==> src/rtl/ip_upscale.sv <==
// Input-side width converter for the CORDIC core: sign-extends and left-aligns x/y samples, then
// buffers them in a 2-entry valid/ready FIFO. Optional 180-degree pre-rotation: IP_UPSCALE_PREROT_EN.
module ip_upscale #(
  parameter int CORDIC_WIDTH = 22,
  parameter int DATA_WIDTH   = 16,
  parameter int GUARD_BITS   = 2
) (
  input  logic                    clk,
  input  logic                    nreset,
  input  logic                    clr,
  input  logic [DATA_WIDTH-1:0]   x_in,
  input  logic [DATA_WIDTH-1:0]   y_in,
  input  logic                    ip_vld,
  output logic                    ip_rdy,
  output logic [CORDIC_WIDTH-1:0] x_out,
  output logic [CORDIC_WIDTH-1:0] y_out,
  output logic                    quad_out,
  output logic                    op_vld,
  input  logic                    op_rdy
);

  localparam int SHIFT = CORDIC_WIDTH - DATA_WIDTH - GUARD_BITS;

  typedef logic signed [CORDIC_WIDTH-1:0] word_t;

  // Handshake contract: a sample moves on a cycle where valid and ready are both high; ip_rdy and
  // op_vld decode registered state only, and a source must hold its sample until it is taken.
  logic [1:0] count_q, count_d;
  logic       wr_ptr_q, wr_ptr_d;
  logic       rd_ptr_q, rd_ptr_d;
  logic       rdy_en_q, rdy_en_d;
  word_t      x_mem_q [2];
  word_t      x_mem_d [2];
  word_t      y_mem_q [2];
  word_t      y_mem_d [2];
  logic       q_mem_q [2];
  logic       q_mem_d [2];

  word_t x_sc, y_sc, x_wr, y_wr;
  logic  quad_wr;
  logic  push, pop;

`ifdef IP_UPSCALE_PREROT_EN
  // Only the most negative word can overflow on negation; clamp it to the largest positive value.
  function automatic word_t neg_sat(input word_t v);
    if (v == {1'b1, {(CORDIC_WIDTH-1){1'b0}}}) return {1'b0, {(CORDIC_WIDTH-1){1'b1}}};
    return -v;
  endfunction
`endif

  always_comb begin
    x_sc = word_t'($signed(x_in)) <<< SHIFT;
    y_sc = word_t'($signed(y_in)) <<< SHIFT;
`ifdef IP_UPSCALE_PREROT_EN
    quad_wr = x_in[DATA_WIDTH-1];
    x_wr    = quad_wr ? neg_sat(x_sc) : x_sc;
    y_wr    = quad_wr ? neg_sat(y_sc) : y_sc;
`else
    quad_wr = 1'b0;
    x_wr    = x_sc;
    y_wr    = y_sc;
`endif
  end

  // rdy_en_q keeps ip_rdy low until the first clock after reset release.
  assign ip_rdy   = rdy_en_q & (count_q != 2'd2);
  assign op_vld   = (count_q != 2'd0);
  assign push     = ip_vld & ip_rdy;
  assign pop      = op_vld & op_rdy;
  assign x_out    = x_mem_q[rd_ptr_q];
  assign y_out    = y_mem_q[rd_ptr_q];
  assign quad_out = q_mem_q[rd_ptr_q];

  always_comb begin
    count_d  = count_q;
    wr_ptr_d = wr_ptr_q;
    rd_ptr_d = rd_ptr_q;
    rdy_en_d = 1'b1;
    x_mem_d  = x_mem_q;
    y_mem_d  = y_mem_q;
    q_mem_d  = q_mem_q;
    if (clr) begin
      count_d  = 2'd0;
      wr_ptr_d = 1'b0;
      rd_ptr_d = 1'b0;
    end else begin
      if (push) begin
        x_mem_d[wr_ptr_q] = x_wr;
        y_mem_d[wr_ptr_q] = y_wr;
        q_mem_d[wr_ptr_q] = quad_wr;
        wr_ptr_d          = ~wr_ptr_q;
      end
      if (pop) rd_ptr_d = ~rd_ptr_q;
      count_d = count_q + {1'b0, push} - {1'b0, pop};
    end
  end

  always_ff @(posedge clk or negedge nreset) begin
    if (!nreset) begin
      count_q  <= 2'd0;
      wr_ptr_q <= 1'b0;
      rd_ptr_q <= 1'b0;
      rdy_en_q <= 1'b0;
      x_mem_q  <= '{default: '0};
      y_mem_q  <= '{default: '0};
      q_mem_q  <= '{default: 1'b0};
    end else begin
      count_q  <= count_d;
      wr_ptr_q <= wr_ptr_d;
      rd_ptr_q <= rd_ptr_d;
      rdy_en_q <= rdy_en_d;
      x_mem_q  <= x_mem_d;
      y_mem_q  <= y_mem_d;
      q_mem_q  <= q_mem_d;
    end
  end

endmodule

==> config.mk <==
export PLATFORM = sky130hd
export DESIGN_NAME = ip_upscale
export DESIGN_NICKNAME = d
export VERILOG_FILES = /design/src/rtl/ip_upscale.sv
export SDC_FILE = /design/constraint.sdc
export NUM_CORES = 1
export LEC_CHECK = 0
export CAP_MARGIN = 10
export CORE_MARGIN = 1
export CORE_UTILIZATION = 30
export CTS_CLUSTER_SIZE = 40
export DETAILED_ROUTE_END_ITERATION = 16
export PLACE_DENSITY = 0.58
export REMOVE_ABC_BUFFERS = 1
export SYNTH_ARGS = -nofsm -noshare
export SYNTH_HDL_FRONTEND = slang
export SYNTH_SLANG_ARGS = --single-unit
==> constraint.sdc <==
create_clock -name clk -period 1.9 [get_ports clk]
set_clock_uncertainty 0.1 [all_clocks]
set_input_delay 0.38 -clock clk [delete_from_list [all_inputs] [get_ports clk]]
set_output_delay 0.38 -clock clk [all_outputs]
set_load 0.02 [all_outputs]
==> results by group, run 1 <==
Final layout
  • Final nets: 347
  • Ratio of cells with drive above 1 in the final layout: 57.8%
  • Util after Layout: 42.8%
  • Non-Filler Instances: ~450
  • Area Overhead vs Synth: 37.3%
  • Antenna diodes: 0
  • Final instance area: around 4400 sq um

CTS
  • Inserted Clock Buffers: 9
  • Clock sink count: 71
  • Skew-Pair Late Insertion Delay: 0.34 ns
  • TritonCTS clock tree: yes
  • CTS Root Cell: clkbuf_8
  • H-tree lvl count: 3
  • Worst-path clk slew: 0.07 ns
  • Longest Clk Path Bufs: 2

Placement
  • Placed Instance Area: 4150 sq um
  • Hpwl dp: 4210 microns
  • RD Place Congestion: roughly 0.65
  • DP Cell Count: 423
  • Dpl ws: -0.347 ns
  • I/O Buffers: 75

Synth
  • Post-Syn Area: 3230 sq um
  • Ranking of synthesized cells by area: dfrtp_1, mux2_2, buf_4, buf_6, ha_1
  • Netlist cell types: 25
  • FF+latch count, synth: 71
  • Gate Count Post-Synth: roughly 210
  • Register area share after synthesis: 54.9%
  • Dominant cell type by area after synthesis: dfrtp_1
  • Syn_area_per_cell: approximately 15 sq um
  • Synth warn: 0
  • Synth top area share: 54.9%

Worst setup path
  • CP max FO: 7
  • Startpoint types: register
  • R2R cell count: 6
  • Worst Setup Path Type: register to output port
  • Critical Path RT: 1.42 ns
  • Critical Path End Type: output port
  • Arrival time at the worst endpoint: 1.51 ns

Global route
  • Vias in the first global route: approximately 2200
  • All-Layer GR Usage: 12.5%
  • Initial antenna violation count: 0
  • Largest net degree at the start of global routing: 45
  • First-pass GRT wire length: 10600 microns
  • Grt ovf: 0

Timing
  • Sum Neg Setup Slack: -1.13 ns
  • Final Hold Vio Count: 0
  • Worst hold slack: about 0.4 ns
  • Setup violations, final: 26
  • Max-slew violations: 0
  • Minimum clock period: 1.99 ns
  • Setup ws final: -0.0911 ns
  • RSZ-0062 raised after global routing: true
  • Max Freq: 0.502 GHz
  • Fin crit share: 105%

Power and ir drop
  • Power Internal: ~4.5 mW
  • P_sw: approximately 2.2 mW
  • Flop pwr share: 35.6%
  • Clock Power Share: between 20% and 30%
  • Pwr/cell area: 1500 nW/um^2
  • Switching share of total power: between 30% and 40%
  • Leak: 2.00 nW
  • Peak supply drop: 0.870 mV
  • Comb pwr share: 44.0%
  • Pwr Total: 6.66 mW

Die
  • Initial Utilization: between 30% and 40%
  • Floorplan row count: 37
  • Top Ports: 84
  • DIE HEIGHT: 106 microns
  • Chip width: 106 microns
  • Core area: 10400 sq um
  • Die ar.: 11200 sq um

Detailed routing
  • Antenna Nets Post-Route: 0
  • Routed len/inst: 14.3 microns
  • Iteration-0 DRC Markers: 44
  • Post-Route WL: 6420 microns
  • Vias per Instance: 4.36
  • Drt first pass iters: 3
  • Drc violations: 0
  • Vias post-DR: 1958

Run status
  • Status: complete, but fails checks
  • Failing checks: negative setup slack

Run
  • Max Cap Viol: 0

Hold path
  • Worst hold path stage count: 1
  • Hold Path Class: register to register
## final timing paths
path                              from           to  slack, ns
max                           rd_ptr_q    x_out[20]      -0.09
min                        y_mem_q[27]  y_mem_q[27]       0.39
max reg2reg                 count_q[1]  y_mem_q[17]       0.10
min reg2reg                y_mem_q[27]  y_mem_q[27]       0.39
max in group asynchronous       nreset  y_mem_q[20]       0.99
min in group asynchronous       nreset   count_q[1]       0.46
## sequential cells by signal, indices dropped and copies added, names as in the netlist
| register | cells |
|---|---|
| count_q | 2 |
| q_mem_q | 2 |
| rd_ptr_q | 1 |
| rdy_en_q | 1 |
| wr_ptr_q | 1 |
| x_mem_q | 32 |
| y_mem_q | 32 |
## repair_timing
action | CTS | global route
setup endpoints to repair | 39 | 87
gates cloned | 1 | 1
pin swaps | 0 | 2
hold buffers | 1 | 0
setup buffers | 5 | 3
endpoints found under the hold margin | 71 | 0
resized for setup | 172 | 37
## layer usage
metal / GRT usage [%] / share of wire, % / vias to the layer above
li1: - / - / 918
met1: 14.8 / 43 / 981
met2: 21.2 / 51 / 57
met3: 4.95 / 6.0 / 2
met4: 2.68 / 0.41 / 0
met5: 0 / 0 / -
## cells by family after synthesis
| group | Yosys count | synth area share (%) |
|---|---|---|
| AO/OA/AOI/OAI | 3 | 0.541 |
| XOR/XNOR | 3 | 0.813 |
| adder cells (fa/ha/maj) | 2 | 0.774 |
| buffers and inverters | 23 | 5.38 |
| flip-flops | 71 | 54.9 |
| multiplexers | 97 | 33.8 |
| other | 2 | 0.232 |
| AND/OR/NAND/NOR | 13 | 3.56 |
## cell usage after synthesis (all sizes together)
cell type  count
and2b          1
xnor2          2
xor2           1
inv            1
conb           2
buf           21
dfrtp         71
mux2          97
nor4           1
nor2b          4
o21ai          1
nand2          2
nor2           2
nor4b          1
a21oi          1
o21a           1
or3            1
ha             2
or2            1
clkbuf         1
## worst max-delay path, cell delays in order, from the launching register on
cell     delay [ns]
dfrtp_2        0.45
buf_12         0.16
buf_6          0.11
mux2_4         0.32
buf_6          0.14
## layout make-up
cell class                 instances  area, sq um
clock buffer                      10          138
fill                             997         5930
multi-input combinational        127         1350
clock inverter                     6         93.8
tap                              136          170
sequential                        71         1780
inverter                           1         3.75
timing repair buffer              98          906
## power groups by stage
stage          Combinational, mW  Sequential, mW  Clock, mW
6_report                    2.93            2.37       1.36
5_1_grt                     3.13            2.45       1.48
4_1_cts                     2.81            2.37       1.41
3_5_place_dp                2.98            2.39          0
3_3_place_gp                2.96            2.37          0
2_1_floorplan               1.71            2.36          0
## cell usage in the layout, fill, tap and decap left out, types with 2 or more instances in the layout
cell,count
buf_4,10
buf_2,23
nor2b_1,3
buf_6,22
clkinv_4,3
clkdlybuf4s50_1,35
bufinv_16,2
conb_1,9
xnor2_1,2
dfrtp_1,70
mux2_2,85
clkbuf_8,10
nor2_1,2
mux2_1,2
buf_12,4
mux2_4,10
ha_1,2
Power figures use the tool's default switching activity.
==> run 2, diff against run 1 <==
--- a/config.mk
+++ b/config.mk
@@ -12,6 +12,7 @@
 export DETAILED_ROUTE_END_ITERATION = 16
 export PLACE_DENSITY = 0.58
 export REMOVE_ABC_BUFFERS = 1
+export SLEW_MARGIN = 25
 export SYNTH_ARGS = -nofsm -noshare
 export SYNTH_HDL_FRONTEND = slang
 export SYNTH_SLANG_ARGS = --single-unit
==> results of run 2 <==
No change in the layout: final DEF, timing and power equal those of run 1.
